[src/rtl/m_pcpi_frontend.sv]
// PCPI issue/response front end for the M-unit: decode, operand hold, result return,
// timeout, abort and completion counting. Accept-to-ready latency is 3 + unit latency.
module m_pcpi_frontend #(
  parameter logic [6:0] OPCODE         = 7'b0110011,
  parameter logic [6:0] FUNC7          = 7'b0000001,
  parameter int         TIMEOUT_CYCLES = 64,
  parameter int         CNT_W          = 16
) (
  input  logic             clk,
  input  logic             resetn,
  input  logic             pcpi_valid,
  input  logic [31:0]      pcpi_insn,
  input  logic [31:0]      pcpi_rs1,
  input  logic [31:0]      pcpi_rs2,
  output logic             pcpi_wait,
  output logic             pcpi_ready,
  output logic             pcpi_wr,
  output logic [31:0]      pcpi_rd,
  output logic             m_valid,
  output logic [31:0]      m_insn,
  output logic [31:0]      m_rs1,
  output logic [31:0]      m_rs2,
  input  logic             m_ready,
  input  logic             m_wr,
  input  logic [31:0]      m_rd,
  input  logic             m_busy,
  output logic             timeout_err,
  output logic [CNT_W-1:0] op_count
);

  localparam int TW = $clog2(TIMEOUT_CYCLES);
  localparam logic [TW-1:0] TMAX = TW'(TIMEOUT_CYCLES - 1);

  typedef enum logic [2:0] {S_IDLE, S_ISSUE, S_WAIT, S_RESP, S_COOL} state_t;

  state_t           state_q, state_d;
  logic [31:0]      insn_q, insn_d, rs1_q, rs1_d, rs2_q, rs2_d;
  logic [31:0]      result_q, result_d;
  logic             wr_q, wr_d;
  logic [TW-1:0]    timer_q, timer_d;
  logic             abort_q, abort_d;
  logic             tmo_q, tmo_d;
  logic [CNT_W-1:0] cnt_q, cnt_d;

  logic match, accept, timer_done;

  assign match      = (pcpi_insn[6:0] == OPCODE) && (pcpi_insn[31:25] == FUNC7);
  assign accept     = pcpi_valid && match && !m_busy;
  assign timer_done = (timer_q == TMAX);

  always_ff @(posedge clk or negedge resetn) begin
    if (!resetn) begin
      state_q  <= S_IDLE;
      insn_q   <= '0;
      rs1_q    <= '0;
      rs2_q    <= '0;
      result_q <= '0;
      wr_q     <= 1'b0;
      timer_q  <= '0;
      abort_q  <= 1'b0;
      tmo_q    <= 1'b0;
      cnt_q    <= '0;
    end else begin
      state_q  <= state_d;
      insn_q   <= insn_d;
      rs1_q    <= rs1_d;
      rs2_q    <= rs2_d;
      result_q <= result_d;
      wr_q     <= wr_d;
      timer_q  <= timer_d;
      abort_q  <= abort_d;
      tmo_q    <= tmo_d;
      cnt_q    <= cnt_d;
    end
  end

  // A withdrawal seen in the same cycle as m_ready already counts as an abort.
  always_comb begin
    insn_d   = insn_q;
    rs1_d    = rs1_q;
    rs2_d    = rs2_q;
    result_d = result_q;
    wr_d     = wr_q;
    timer_d  = timer_q;
    abort_d  = abort_q;
    tmo_d    = tmo_q;
    cnt_d    = cnt_q;
    case (state_q)
      S_IDLE: begin
        if (accept) begin
          insn_d  = pcpi_insn;
          rs1_d   = pcpi_rs1;
          rs2_d   = pcpi_rs2;
          timer_d = '0;
          abort_d = 1'b0;
          tmo_d   = 1'b0;
        end
      end
      S_ISSUE: begin
        timer_d = timer_q + 1'b1;
        abort_d = abort_q || !pcpi_valid;
      end
      S_WAIT: begin
        timer_d = timer_q + 1'b1;
        abort_d = abort_q || !pcpi_valid;
        if (m_ready) begin
          result_d = m_rd;
          wr_d     = m_wr;
        end else if (timer_done) begin
          result_d = '0;
          wr_d     = 1'b0;
          tmo_d    = 1'b1;
        end
      end
      S_RESP: begin
        if (!tmo_q) cnt_d = cnt_q + 1'b1;
      end
      default: ;
    endcase
  end

  always_comb begin
    state_d = state_q;
    case (state_q)
      S_IDLE:  if (accept) state_d = S_ISSUE;
      S_ISSUE: state_d = S_WAIT;
      S_WAIT:  if (m_ready || timer_done) state_d = abort_d ? S_COOL : S_RESP;
      S_RESP:  state_d = S_COOL;
      S_COOL:  state_d = S_IDLE;
      default: state_d = S_IDLE;
    endcase
  end

  always_comb begin
    m_valid     = (state_q == S_ISSUE);
    pcpi_wait   = ((state_q == S_ISSUE) || (state_q == S_WAIT)) && !abort_q;
    pcpi_ready  = (state_q == S_RESP);
    pcpi_wr     = (state_q == S_RESP) && wr_q;
    pcpi_rd     = (state_q == S_RESP) ? result_q : 32'd0;
    timeout_err = (state_q == S_RESP) && tmo_q;
  end

  assign m_insn   = insn_q;
  assign m_rs1    = rs1_q;
  assign m_rs2    = rs2_q;
  assign op_count = cnt_q;

endmodule

[config.mk]
export PLATFORM = sky130hd
export DESIGN_NAME = m_pcpi_frontend
export DESIGN_NICKNAME = d
export VERILOG_FILES = /design/src/rtl/m_pcpi_frontend.sv
export SDC_FILE = /design/constraint.sdc
export NUM_CORES = 1
export LEC_CHECK = 0
export ABC_AREA = 1
export CAP_MARGIN = 20
export CORE_ASPECT_RATIO = 1.5
export CORE_UTILIZATION = 40
export DETAILED_ROUTE_END_ITERATION = 10
export PLACE_DENSITY_LB_ADDON = 0.05
export REMOVE_ABC_BUFFERS = 1
export SETUP_SLACK_MARGIN = 0.05
export SLEW_MARGIN = 20
export SYNTH_ARGS = -nofsm -noshare
export SYNTH_HDL_FRONTEND = slang
export SYNTH_SLANG_ARGS = --single-unit
[constraint.sdc]
create_clock -name clk -period 1.6 [get_ports clk]
set_input_delay 0.24 -clock clk [delete_from_list [all_inputs] [get_ports clk]]
set_output_delay 0.24 -clock clk [all_outputs]
set_load 0.03 [all_outputs]
# Word level (Yosys, flattened, before mapping)
# Index checks and enable logic that the tools add are counted.
[totals] ff_bits=156 in_bits=134
[classes] add_sub_neg=2 eq_ne=10 n_mux=17 bitwise=1 n_reduce_logical=23
[ops] op="$mux 32" count=3
[ops] op="$add 16x1->16 const B" count=1
[ops] op="$pmux 3 s4" count=1
[ops] op="$pmux 6 s2" count=1
[ops] op="$reduce_and 2->1" count=5
[ops] op="$mux 3" count=3
[ops] op="$ne 2x2->1 const B" count=4
[ops] op="$eq 7x1->1 const B" count=1
[ops] op="$eq 7x6->1 const B" count=1
[ops] op="$add 6x1->6 const B" count=1
[ops] op="$eq 3x2->1 const B" count=2
[ops] op="$eq 6x6->1 const B" count=1
[ops] op="$logic_and 1x1->1" count=6
[ops] op="$mux 1" count=6
[ops] op="$mux 6" count=1
[ops] op="$reduce_bool 2->1" count=3
[ops] op="$pmux 1 s2" count=2
[ops] op="$reduce_and 4->1" count=1
[ops] op="$eq 3x1->1 const B" count=1
[ops] op="$logic_not 1->1" count=3
[ops] op="$logic_not 3->1" count=1
[ops] op="$logic_or 1x1->1" count=3
[ops] op="$reduce_or 2->1" count=1
[ops] op="$not 1->1" count=1

# Longest topological paths before layout
# Gate-level depths: netlist of run 1.
[logic_depth] depth_word=9 ltp_mapped=9 mapped_depth_nobuf=9

# Worst setup path after synthesis of run 1
# No wires, ideal clock.
[synth_timing] path_kind="register to output" from="register state_q[1]" to="output port pcpi_rd[10]" arrival_ns=1.581 t_required_ns=1.360 setup_slack_ns=-0.221 stages_incl_launch_ff=6 path_buffers=1 cell_sequence="dfrtp_1 nand2_1 nor2_4 clkinv_1 clkbuf_1 nor2_1"
[synth_via] elab_chain_cells=2
[synth_rtl] item="from (decl)" line="36" text="state_t state_q, state_d;"
[synth_rtl] item="from (signal assigned)" line="64" text="state_q <= state_d;"
[synth_rtl] item="$eq 3x2->1"
[synth_rtl] item="via pcpi_ready" line="16" text="output logic pcpi_ready,"
[synth_rtl] item="$mux 32" line="139" text="pcpi_rd = (state_q == S_RESP) ? result_q : 32'd0;"
[synth_rtl] item="to (decl)" line="18" text="output logic [31:0] pcpi_rd,"
# The timed path passes the listed nets, and every way through them passes these cells.

# Worst setup path after layout of run 1
[layout_timing] from="register state_q[2]" to="output port pcpi_rd[12]"
[layout_via] elab_chain_cells=2
[layout_rtl] item="$eq 3x2->1" line="139"
[layout_rtl] item="$mux 32" line="139"
# No other way between the ends.

==> results of run 1 <==
[cell families after synthesis]
family	after synthesis
compound gates	130
simple gates	313
buf+inv	188
fa+ha+maj	2
flops	156
xor+xnor	8
[worst max path at each step]
stage,startpoint,to,slack [ns],cells after the start
finish,state_q[2],pcpi_rd[12],-0.29,5
detailed placement,pcpi_valid,m_rs2[18],-0.29,9
global placement,pcpi_valid,m_rs1[1],-0.23,9
CTS,state_q[0],pcpi_rd[7],-0.21,6
floorplan,state_q[2],m_rs1[0],-0.65,6
global route,state_q[2],pcpi_rd[12],-0.32,5
[cell usage in the layout, fill, tap and decap left out, types with 13 or more instances in the layout]
cell	n
buf_4	28
nor2_2	20
clkdlybuf4s50_1	132
inv_1	152
o21ai_2	40
nor2_1	37
buf_6	30
dfrtp_1	155
dlygate4sd2_1	110
clkbuf_16	25
nor2_4	13
nand2_1	215
o21ai_1	75
[stage by stage]
stage	total power (W)	util	hold slack, ns	setup WS, ns
4_1_cts	0.0109	0.641	0.167	-0.209
6_report	0.0113	0.677	0.189	-0.290
3_5_place_dp	0.00665	0.598	0.0519	-0.292
2_1_floorplan	0.00570	-	-0.0556	-0.653
3_3_place_gp	0.00661	0.598	0.0524	-0.227
5_1_grt	0.0119	0.677	0.184	-0.319
[report_power, final]
group	leakage [nW]	internal, W	switching (W)
Combinational	3.52	0.00123	0.00148
Clock	0.279	0.00220	0.00179
Sequential	2.09	0.00440	0.000206
Total	5.90	0.00784	0.00348
[worst reg2reg max path, stage by stage (launching register included)]
cell and delay (ns):
dfrtp_1 0.39, buf_4 0.15, nor2_2 0.11, buf_4 0.13
nand2_2 0.07, inv_2 0.09, nand3_4 0.13, buf_12 0.19
clkbuf_16 0.19, nand2_1 0.06, o21ai_1 0.07
[cells in the mapped netlist]
cell,number,share of area
nand2_1,219,0.12
dfrtp_1,156,0.58
inv_1,156,0.087
o21ai_1,84,0.062
nor2_1,65,0.036
o21ai_0,36,0.027
buf_6,11,0.018
clkbuf_1,10,0.0056
nand3_1,9,0.0067
buf_2,8,0.0059
o21ai_2,6,0.0078
xor2_1,6,0.0078
nor2_2,4,0.0037
nand4_1,3,0.0028
nor3_1,3,0.0022
or2_2,3,0.0028
a21oi_1,2,0.0015
ha_1,2,0.0037
inv_2,2,0.0011
nand2_2,2,0.0019
xnor2_1,2,0.0026
a31o_2,1,0.0013
a31oi_1,1,0.00093
clkinv_1,1,0.00056
nand2_4,1,0.0017
nand3_4,1,0.0026
nand3b_1,1,0.0011
nor2_4,1,0.0017
or2_1,1,0.00093
[timing repair]
item	in CTS	in global routing
setup buffers	5	6
gates cloned	1	11
resized for setup	167	114
pin swaps	5	4
hold endpoints to repair	156	0
setup endpoints to repair	148	169
hold buffers	1	0
[state kept, by name, indices dropped and copies added, names as in the netlist]
name,flops
wr_q,1
tmo_q,1
state_q,3
abort_q,1
m_rs1,32
m_rs2,32
op_count,16
timer_q,6
m_insn,32
result_q,32
[layer usage]
layer  share of wire  up-vias  wire, µm
li1                -     3032         -
met1            0.37     2820      7260
met2            0.53      179     10500
met3           0.062       38      1220
met4           0.032        0       631
met5               0        -         0
[layout make-up]
| class | instances | share of cell area |
|---|---|---|
| tap | 206 | 0.0233 |
| clock buffer | 17 | 0.0384 |
| antenna | 1 | 0.000226 |
| sequential | 156 | 0.353 |
| timing repair buffer | 325 | 0.303 |
| clock inverter | 15 | 0.0138 |
| multi-input combinational | 453 | 0.213 |
| inverter | 159 | 0.0550 |
==> results.sh, run 1 <==
export IMPL_status="complete, but fails checks"
export IMPL_failed_checks="negative setup slack"
export IMPL_antenna_found_initial=1
export IMPL_vias_in_the_first_global_route=5868
export IMPL_coreArea_um2=16300
export IMPL_detail_route_first_pass_iterations=6
export IMPL_grt_start_max_net_pins=71
export IMPL_post_route_worst_setup_slack_ns=-0.290
export IMPL_grt_first_pass_wirelength_mm=28.6
export IMPL_ant_nets=0
export IMPL_cts_root_buffer_cell="clkbuf_16"
export IMPL_final_min_period_over_clock_period=1.18
export IMPL_min_path_type="primary input to async pin"
export IMPL_clk_insertion_delay_late_ns=0.43
export IMPL_r2r_end="m_rs1[18]"
export IMPL_critical_path_top_delay_family="buffers and inverters"
export IMPL_ctsLongestPathBuffers=2
export IMPL_htreeDepth=4
export IMPL_grt_util_met1=0.235
export IMPL_fin_area_um2=11100
export IMPL_placement_row_count=57
export IMPL_post_synthesis_cell_area_um2=6730
export IMPL_yosysWarnings=0
export IMPL_drc=0
export IMPL_finalSetupViolCount=135
export IMPL_regToRegStartpoint="state_q[0]"
export IMPL_gr_usage_met2=0.368
export IMPL_final_fill_count=1379
export IMPL_drv_cap=0
export IMPL_cts_buffers_inserted=17
export IMPL_max_slew_margin=0.741
export IMPL_layout_drive_gt1_share=0.188
export IMPL_regArea_um2=3910
export IMPL_highest_attainable_clock_frequency_ghz=0.529
export IMPL_setup_worst_path_class="register to output port"
export IMPL_critical_path_slowest_cell="dfrtp_2"
export IMPL_tritoncts="built"
export IMPL_average_size_of_a_mapped_cell_um2=8.44
export IMPL_gp_routability_congestion=0.783
export IMPL_clock_sink_count=156
export IMPL_areaGrowthSynthToFinish_pct=64.4
export IMPL_ys_ff_latch=156
export IMPL_peakVddDrop_mv=0.734
export IMPL_multi_input_area_um2=2360
export IMPL_synth_area_in_compound_gates=0.101
export IMPL_timing_setup_tns_ns=-10.97
export IMPL_yosys_area_share_xor_xnor=0.0104
export IMPL_synth_top_family_by_area="simple AND/OR/NAND/NOR gates"
export IMPL_placement_cell_area_um2=9770
export IMPL_post_drt_wl_per_cell_um=14.7
export IMPL_muxShareOfSynthArea=0
export IMPL_stdcell_count=1332
export IMPL_final_min_clock_period_ns=1.89
export IMPL_maximum_net_fanout_on_the_critical_path=20
export IMPL_die_x_um=108
export IMPL_routed_via_density=4.56
export IMPL_rsz_0062_raised_after_global_routing="true"
export IMPL_p_leak_nw=5.90
export IMPL_critical_path_required_ns=1.36
export IMPL_synth_distinct_cells=29
export IMPL_grt_ovfl_total=0
export IMPL_reg2reg_slack_ns=-0.09
export IMPL_crit_path_max_incr_delay_ns=0.44
export IMPL_proportion_of_synthesized_chip_area_in_sequential_cells=0.580
export IMPL_crit_chain="nor2_4 -> clkinv_4 -> buf_12 -> nor2_1 -> buf_4"
export IMPL_drt_total_wl_mm=19.6
export IMPL_global_route_peak_usage_layer="met2"
export IMPL_path_buf_inv=3
export IMPL_die_h_um=161
export IMPL_synth_adder_area_share=0.00372
export IMPL_io_pins=283
export IMPL_dpl_cell_count=1276
export IMPL_floorplan_initialDensity=0.412
export IMPL_synthesis_instances=797
export IMPL_tightestPinTransition_ns=0.390
export IMPL_cp_end_kind="output port"
export IMPL_power_density_nw_per_um2=1020
export IMPL_startpoint_type="register"
export IMPL_reg2regPathDepth=10
export IMPL_hpwlAfterDp_mm=12.8
export IMPL_post_synth_and_or_nand_nor_area_fraction=0.186
export IMPL_worst_ep_arrival_time_ns=1.65
export IMPL_grtUsageTotal=0.214
export IMPL_groute_layer_met3_usage=0.0670
export IMPL_vias=6069
export IMPL_io_buffers=282
export IMPL_drtIter0Drc=224
export IMPL_finClkSkew_ns=0.0109
export IMPL_num_nets_final=1248
export IMPL_die_area_um2=17400
export IMPL_timing_final_max_slew_violations=0
export IMPL_timing_hold_violations_final=0
export IMPL_path_clk_slew_ns=0.07
Power figures use the tool's default switching activity.
==> inputs of run 2 (changes only) <==
SKIP_CTS_REPAIR_TIMING = 1   (was default)
==> run 2 against run 1 <==
  * Count of clock-buffer cells in the layout unchanged
  * Sequential share of layout area decreased by 2.3 points
  * Critical path type unchanged
  * Final cell count increased by 0.53%
  * Highest routed layer unchanged
  * The flow still finishes with violations (negative setup slack)
  * Combinational power about the same
  * Largest cell class unchanged
==> results.sh, run 2 (synthesis gave the netlist of run 1 again) <==
export IMPL_critical_path_slowest_cell="dfrtp_2"
export IMPL_crit_path_max_incr_delay_ns=0.42
export IMPL_rsz_0062_raised_after_global_routing="true"
export IMPL_vias_in_the_first_global_route=5736
export IMPL_critical_path_required_ns=1.36
export IMPL_gr_usage_met2=0.357
export IMPL_ctsLongestPathBuffers=2
export IMPL_dpl_ws_ns=-0.292
export IMPL_final_min_period_over_clock_period=1.13
export IMPL_p_leak_nw=7.53
export IMPL_floorplan_initialDensity=0.412
export IMPL_critical_path_top_delay_family="flip-flops"
export IMPL_io_buffers=282
export IMPL_worst_path_stages=6
export IMPL_grtUsageTotal=0.210
export IMPL_routed_via_density=4.60
export IMPL_detail_route_first_pass_iterations=5
export IMPL_path_clk_slew_ns=0.06
export IMPL_cts_root_buffer_cell="clkbuf_16"
export IMPL_post_route_worst_setup_slack_ns=-0.209
export IMPL_global_route_peak_usage_layer="met2"
export IMPL_layout_cells_most_common_list="nand2_1 (169), inv_1 (153), dfrtp_1 (153), clkdlybuf4s50_1 (132), dlymetal6s2s_1 (112)"
export IMPL_peakVddDrop_mv=0.848
export IMPL_reg2regPathDepth=9
export IMPL_placement_row_count=57
export IMPL_setup_worst_path_class="register to output port"
export IMPL_htreeDepth=4
export IMPL_die_h_um=161
export IMPL_finalSetupViolCount=61
export IMPL_multi_input_area_um2=2590
export IMPL_coreArea_um2=16300
export IMPL_die_area_um2=17400
export IMPL_final_fill_count=1227
export IMPL_areaGrowthSynthToFinish_pct=75.9
export IMPL_grt_start_max_net_pins=71
export IMPL_layout_drive_gt1_share=0.244
export IMPL_worst_ep_arrival_time_ns=1.57
export IMPL_finClkSkew_ns=0.00968
export IMPL_power_density_nw_per_um2=959
export IMPL_maximum_net_fanout_on_the_critical_path=20
export IMPL_io_pins=283
export IMPL_crit_chain="nand2_2 -> nor2_4 -> inv_2 -> buf_8 -> nor2_1 -> buf_4"
export IMPL_clock_sink_count=156
export IMPL_cts_buffers_inserted=17
export IMPL_timing_hold_violations_final=0
export IMPL_failed_checks="negative setup slack"
export IMPL_antenna_found_initial=1
export IMPL_ant_nets=0
export IMPL_status="complete, but fails checks"
export IMPL_cp_end_kind="output port"
export IMPL_drc=0
export IMPL_grt_ovfl_total=0
export IMPL_path_buf_inv=3
export IMPL_vias=6158
export IMPL_grt_first_pass_wirelength_mm=28.0
export IMPL_timing_final_max_slew_violations=0
export IMPL_clk_insertion_delay_late_ns=0.43
export IMPL_final_min_clock_period_ns=1.81
export IMPL_total_power_w=0.0113
export IMPL_tightestPinTransition_ns=0.405
export IMPL_hpwlAfterDp_mm=12.8
export IMPL_gp_routability_congestion=0.783
export IMPL_die_x_um=108
export IMPL_drt_total_wl_mm=20.5
export IMPL_tritoncts="built"
export IMPL_groute_layer_met3_usage=0.0666
export IMPL_startpoint_type="register"
export IMPL_post_drt_wl_per_cell_um=15.3
export IMPL_final_common_cell="nand2_1"
export IMPL_drtIter0Drc=213
export IMPL_grt_util_met1=0.233
export IMPL_drv_cap=0
export IMPL_num_nets_final=1255
export IMPL_highest_attainable_clock_frequency_ghz=0.553
export IMPL_max_slew_margin=0.730
export IMPL_min_path_type="primary input to async pin"
export IMPL_regArea_um2=3910
run 2: cell types whose count changed in the layout (fill, tap and decap cells not counted), sizes merged:
cell           change
buf                +4
clkbuf             +2
clkdlybuf4s15      -1
clkinv             -1
dlygate4sd2      -110
dlymetal6s2s     +112
inv                +1
run 2: report_power, final:
group	internal, W	switching [W]
registers	0.00441	0.000226
logic	0.00129	0.00144
clock network	0.00220	0.00179
run 2: layer usage:
metal,part of all wire,vias up
met3,0.056,36
met2,0.54,171
met1,0.37,2897
met5,0,-
li1,-,3054
met4,0.029,0
run 2: per-stage QoR:
stage | util | hold WS [ns] | std cells | setup TNS, ns | cell area (µm²)
floorplan | - | -0.0556 | 768 | -77.75 | 6530
global placement | 0.598 | 0.0524 | 1276 | -17.04 | 9770
detailed placement | 0.598 | 0.0519 | 1276 | -21.90 | 9770
CTS | 0.633 | -0.406 | 1308 | -26.99 | 10300
global route | 0.725 | 0.183 | 1339 | -12.54 | 11800
finish | 0.725 | 0.187 | 1339 | -7.01 | 11800
run 2: path summary, 6_finish.rpt:
check	startpoint	end	slack [ns]
worst max-delay path	state_q[0]	pcpi_rd[13]	-0.21
worst min-delay path	resetn	op_count[7]	0.19
worst max register to register	state_q[2]	m_insn[13]	-0.07
worst min register to register	m_insn[29]	m_insn[29]	0.46
max in group asynchronous	resetn	state_q[1]	0.90
min in group clk	pcpi_rs2[17]	m_rs2[17]	0.34
run 2: worst register-to-register path, delay by kind of cell (launching register included):
family                 cells  cell delay [ns]
buffers and inverters      4             0.57
AND/OR/NAND/NOR            4             0.46
flip-flops                 1             0.45
AO/OA/AOI/OAI              1             0.08
run 2: layout make-up:
| cell class | count | area share |
|---|---|---|
| Sequential cell | 156 | 0.330 |
| Timing Repair Buffer | 332 | 0.329 |
| Multi-Input combinational cell | 453 | 0.219 |
| Inverter | 159 | 0.0509 |
| Clock buffer | 17 | 0.0359 |
| Tap cell | 206 | 0.0218 |
| Clock inverter | 15 | 0.0129 |
| Antenna cell | 1 | 0.000211 |
==> inputs of run 3 (changes only) <==
SLEW_MARGIN = 30   (was 20)
==> results of run 3 <==
Final layout, timing and power as in run 2 (identical DEF).
